### src/rtl/sdc_axi_mem_bridge.sv
// sdc_axi_mem_bridge: AXI4 INCR burst slave serialising bursts into single-beat memory requests
module sdc_axi_mem_bridge #(
  parameter int ADDR_W = 32,
  parameter int DATA_W = 32
) (
  input  logic              clk,
  input  logic              rst,
  input  logic [ADDR_W-1:0] s_axi_awaddr,
  input  logic [7:0]        s_axi_awlen,
  input  logic              s_axi_awvalid,
  output logic              s_axi_awready,
  input  logic [DATA_W-1:0] s_axi_wdata,
  input  logic              s_axi_wlast,
  input  logic              s_axi_wvalid,
  output logic              s_axi_wready,
  output logic [1:0]        s_axi_bresp,
  output logic              s_axi_bvalid,
  input  logic              s_axi_bready,
  input  logic [ADDR_W-1:0] s_axi_araddr,
  input  logic [7:0]        s_axi_arlen,
  input  logic              s_axi_arvalid,
  output logic              s_axi_arready,
  output logic [DATA_W-1:0] s_axi_rdata,
  output logic              s_axi_rlast,
  output logic [1:0]        s_axi_rresp,
  output logic              s_axi_rvalid,
  input  logic              s_axi_rready,
  output logic              mem_req,
  output logic              mem_we,
  output logic [ADDR_W-1:0] mem_addr,
  output logic [DATA_W-1:0] mem_wdata,
  input  logic              mem_gnt,
  input  logic              mem_rvalid,
  input  logic [DATA_W-1:0] mem_rdata,
  input  logic              mem_err
);
  localparam logic [ADDR_W-1:0] STEP = ADDR_W'(DATA_W / 8);
  typedef enum logic [2:0] {IDLE, WR_DATA, WR_RESP, RD_REQ, RD_WAIT, RD_DATA} state_t;
  state_t state, state_n;
  logic last_wr, err, sel_wr, last_beat, w_beat;
  logic [ADDR_W-1:0] addr_cnt;
  logic [7:0] len, beat_cnt;
  always_comb begin
    sel_wr = s_axi_awvalid && !(s_axi_arvalid && last_wr);
    last_beat = beat_cnt == len;
    s_axi_awready = state == IDLE && sel_wr;
    s_axi_arready = state == IDLE && s_axi_arvalid && !sel_wr;
    s_axi_wready = state == WR_DATA && mem_gnt;
    w_beat = s_axi_wready && s_axi_wvalid;
    s_axi_bvalid = state == WR_RESP;
    s_axi_bresp = (s_axi_bvalid && err) ? 2'b10 : 2'b00;
    s_axi_rvalid = state == RD_DATA;
    s_axi_rlast = s_axi_rvalid && last_beat;
    mem_we = state == WR_DATA;
    mem_req = (mem_we && s_axi_wvalid) || state == RD_REQ;
    mem_addr = addr_cnt;
    mem_wdata = mem_we ? s_axi_wdata : '0;
  end
  always_comb begin
    state_n = state;
    case (state)
      IDLE:    state_n = s_axi_awready ? WR_DATA : s_axi_arready ? RD_REQ : IDLE;
      WR_DATA: state_n = (w_beat && last_beat) ? WR_RESP : WR_DATA;
      WR_RESP: state_n = s_axi_bready ? IDLE : WR_RESP;
      RD_REQ:  state_n = mem_gnt ? RD_WAIT : RD_REQ;
      RD_WAIT: state_n = mem_rvalid ? RD_DATA : RD_WAIT;
      RD_DATA: state_n = s_axi_rready ? (last_beat ? IDLE : RD_REQ) : RD_DATA;
      default: state_n = IDLE;
    endcase
  end
  always_ff @(posedge clk) begin
    if (rst) begin
      state <= IDLE;
      last_wr <= 1'b0;
      addr_cnt <= '0;
      len <= '0;
      beat_cnt <= '0;
      err <= 1'b0;
      s_axi_rdata <= '0;
      s_axi_rresp <= 2'b00;
    end else begin
      state <= state_n;
      if (s_axi_awready || s_axi_arready) begin
        addr_cnt <= s_axi_awready ? s_axi_awaddr : s_axi_araddr;
        len <= s_axi_awready ? s_axi_awlen : s_axi_arlen;
        beat_cnt <= '0;
        err <= 1'b0;
        last_wr <= s_axi_awready;
      end
      // a misplaced or missing wlast poisons the whole burst response
      if (w_beat) begin
        addr_cnt <= addr_cnt + STEP;
        beat_cnt <= beat_cnt + 8'd1;
        err <= err | mem_err | (s_axi_wlast != last_beat);
      end
      if (state == RD_WAIT && mem_rvalid) begin
        s_axi_rdata <= mem_rdata;
        s_axi_rresp <= mem_err ? 2'b10 : 2'b00;
      end
      if (state == RD_DATA && s_axi_rready && !last_beat) begin
        addr_cnt <= addr_cnt + STEP;
        beat_cnt <= beat_cnt + 8'd1;
      end
    end
  end
endmodule

### config.mk
export PLATFORM = sky130hd
export DESIGN_NAME = sdc_axi_mem_bridge
export DESIGN_NICKNAME = d
export VERILOG_FILES = /design/src/rtl/sdc_axi_mem_bridge.sv
export SDC_FILE = /design/constraint.sdc
export NUM_CORES = 1
export LEC_CHECK = 0
export BUFFER_PORTS_ARGS = -buffer_cell sky130_fd_sc_hd__buf_2
export CAP_MARGIN = 10
export CORE_AREA = 2 2 101 103
export CTS_BUF_LIST = sky130_fd_sc_hd__clkbuf_2 sky130_fd_sc_hd__clkbuf_4 sky130_fd_sc_hd__clkbuf_8
export DETAILED_ROUTE_END_ITERATION = 16
export DIE_AREA = 0 0 103 105
export PLACE_DENSITY_LB_ADDON = 0.15
export SETUP_SLACK_MARGIN = 0.3
export SLEW_MARGIN = 5
export SYNTH_ARGS = -nofsm -noshare
export SYNTH_HDL_FRONTEND = slang
export SYNTH_SLANG_ARGS = --single-unit
### constraint.sdc
create_clock -name clk -period 3 [get_ports clk]
set_input_delay 0 -clock clk [delete_from_list [all_inputs] [get_ports clk]]
set_output_delay 0 -clock clk [all_outputs]
set_load 0.01 [all_outputs]
==> run metrics <==
largest cells by area after synthesis=dfxtp_1, nand2_1, a21oi_1; Yosys reg bits=86; CP arrival=2700 ps; Worst path depth=6; Synth cell types=56; Max Cap Violations=0; FF-to-FF End=len[2]; Pins Over Slew Limit=0; DRT iter0 DRCs=348; Setup Skew=10.5 ps; Avg Synthesized Cell Area=between 7 and 8 um2; wire length per cell=about 15 um; Setup TNS=0 ps; Worst EP required=~3300 ps; Rows=36; top-count cell post-synth=nand2_1; post-route ant nets=0; Max Fanout on Critical Path=37; Area Overhead vs Synth=45.9%; routability congestion estimate=0.917; Setup-failing EPs final=0; FILL cells=780; WP buf/inv=2; cell total after placement=1,002; Max VDD drop=0.426 mV; Cell Pwr Density=441 mW/mm2; Synth Flop Type=dfxtp_1; Hold Slack=~8 ps; NumNets Final=1,099; Netlist Area Pre-Place=0.00473 mm2; H-tree levels=3; crit path from=state[0]; Slew @ Worst Pin=1140 ps; Post-synth top cells=nand2_1, a21oi_1, dfxtp_1, nand3_1, and2_1; crit-path cells=nor3_2, and2_1, buf_4, nand2_1, a311oi_1, dlygate4sd3_1; buffers added on ports=260; CTS Buf Count=9; status=finished clean; Final Hold Violating Endpoints=0; total power=between 3 and 4 mW; worst hold start=s_axi_awaddr[25]; EDFF count, synth=0; endpoint class of the critical path=flip-flop; Final Cell Area=0.00690 mm2; Die Area=roughly 0.011 mm2; core outline area=roughly 0.0096 mm2; Min-Delay Path Class=in2reg; leakage=3.24 nW; CP Capture Point=len[2]; initial antenna violation count=0; area of the multi-input gates=~0.0028 mm2; Syn Inst Count=646; DRT Pass-1 Iters=6; fmax=roughly 420 MHz; DRC=0; max_slew headroom=0.238; CTS Root Cell=clkbuf_8; via/cell ratio=5.38; clock transition at the registers of the reported paths=90 ps; total grt overflow=0; area leader, netlist=dfxtp_1; Reg area=0.00172 mm2; Die X=103 um; final std cells w/o fill=1,080; die height=105 um; total length of routed wires=16,300 um; vias in the first global route=5,238; Synth top area share=0.364; crit start category=flip-flop; asr flop ratio synth=0; overall routing resource usage=0.286; # clock sinks=86; Critical-path top delay cell=dlygate4sd3_1; CTS Buffer Depth=2; worst reg-to-reg path cell count=6; CTS tree=built; Clock Latency Late Sink=350 ps; worst r2r src=state[0]; first-pass GRT wire length=25,000 um; Via Count=just under 6,000; CP delay by family, top=buffers and inverters; pin count of the biggest net entering global routing=between 70 and 80; Crit Path Class=reg2reg; flop2flop setup slack=between 500 and 600 ps; n_diodes=0; hold path cells=4; Starting Density=0.491; Crit path largest cell delay=around 610 ps; Final Critical Period=2410 ps; YS warnings=0; io pins=263; area of placed instances=about 0.0061 mm2; fin crit share=0.803; post-DP HPWL=11,300 um; RSZ-0062 raised after global routing=false; sequential area share after synthesis=0.364; share of layout cells above drive strength 1=0.319
-- worst reg2reg max path: stages (launching register included) --
cell	delay [ps]
dfxtp_1	460
nor3_2	340
and2_1	240
buf_4	350
nand2_1	110
a311oi_1	250
dlygate4sd3_1	610
-- layer usage --
metal / vias up / global-route usage / share of wire
met5: - / 0 / 0
met3: 20 / 0.0635 / 0.084
li1: 2837 / - / -
met1: 2685 / 0.384 / 0.43
met2: 266 / 0.468 / 0.47
met4: 0 / 0.0620 / 0.013
-- layout by cell type (no fill, tap or decap), types with 3 or more instances in the layout --
cell type      count
inv_1             14
and4_1             3
a31oi_1           10
clkbuf_8           9
buf_2            260
o21ai_0            9
nand2_1          142
o21ai_1           11
a21o_1             6
a211o_1           15
or2_2              3
xnor2_1           10
or3_1              9
o21a_1             3
nor2_1            31
and2_1            37
dlygate4sd3_1     60
nand4_1            8
a311oi_1          10
nand3_1           45
buf_4              8
nor3_1             9
xor2_1             4
a21oi_1           86
nand4_2            3
and3_1             8
clkinvlp_4         3
dfxtp_1           86
-- how the worst min path moves through the flow --
stage	endpoint	slack (ps)
after global routing	mem_addr[23]	20
final	mem_addr[25]	8
after global placement	s_axi_rdata[13]	240
after CTS	mem_addr[21]	2
after detailed placement	s_axi_rdata[0]	250
after floorplan	s_axi_rdata[0]	140
-- area by class of cell --
| cell class | count | area share |
|---|---|---|
| Multi-Input combinational cell | 501 | 0.401 |
| Timing Repair Buffer | 330 | 0.289 |
| Sequential cell | 86 | 0.249 |
| Tap cell | 133 | 0.0241 |
| Clock buffer | 10 | 0.0190 |
| Clock inverter | 6 | 0.0101 |
| Inverter | 14 | 0.00761 |
-- report_power, final --
part           switching (mW)  internal [mW]
clock network           0.444          0.400
logic                   0.458          0.399
registers               0.113           1.23
-- cell families (layout without fill, tap and decap cells) --
group	after synthesis	count (layout)	share of synthesized area
AND/OR/NAND/NOR	316	316	0.326
AO/OA/AOI/OAI	164	164	0.217
flip-flops	86	86	0.364
buffers and inverters	60	360	0.0545
XOR/XNOR	14	14	0.0259
multiplexers	3	3	0.00688
adder cells (fa/ha/maj)	2	2	0.00529
other	1	2	0.000793
-- per-stage QoR --
| stage | util | setup WS (ps) |
|---|---|---|
| global route | 0.716 | 410 |
| CTS | 0.712 | 460 |
| detailed placement | 0.629 | 478 |
| global placement | 0.629 | 562 |
| floorplan | - | 1080 |
| finish | 0.716 | 592 |
-- state kept, by name, indices dropped and copies added (netlist names) --
name and cells:
err 1, last_wr 1, len 8, s_axi_rdata 32, s_axi_rresp 1, beat_cnt 8, state 3, mem_addr 32
-- timing repair --
item / in CTS / in global routing
endpoints found under the setup margin: 0 / 4
buffers inserted: 0 / 1
resized for setup: 0 / 1
endpoints found under the hold margin: 48 / 0
hold buffers: 60 / 0
No activity file was read; power rests on OpenSTA's default activity.
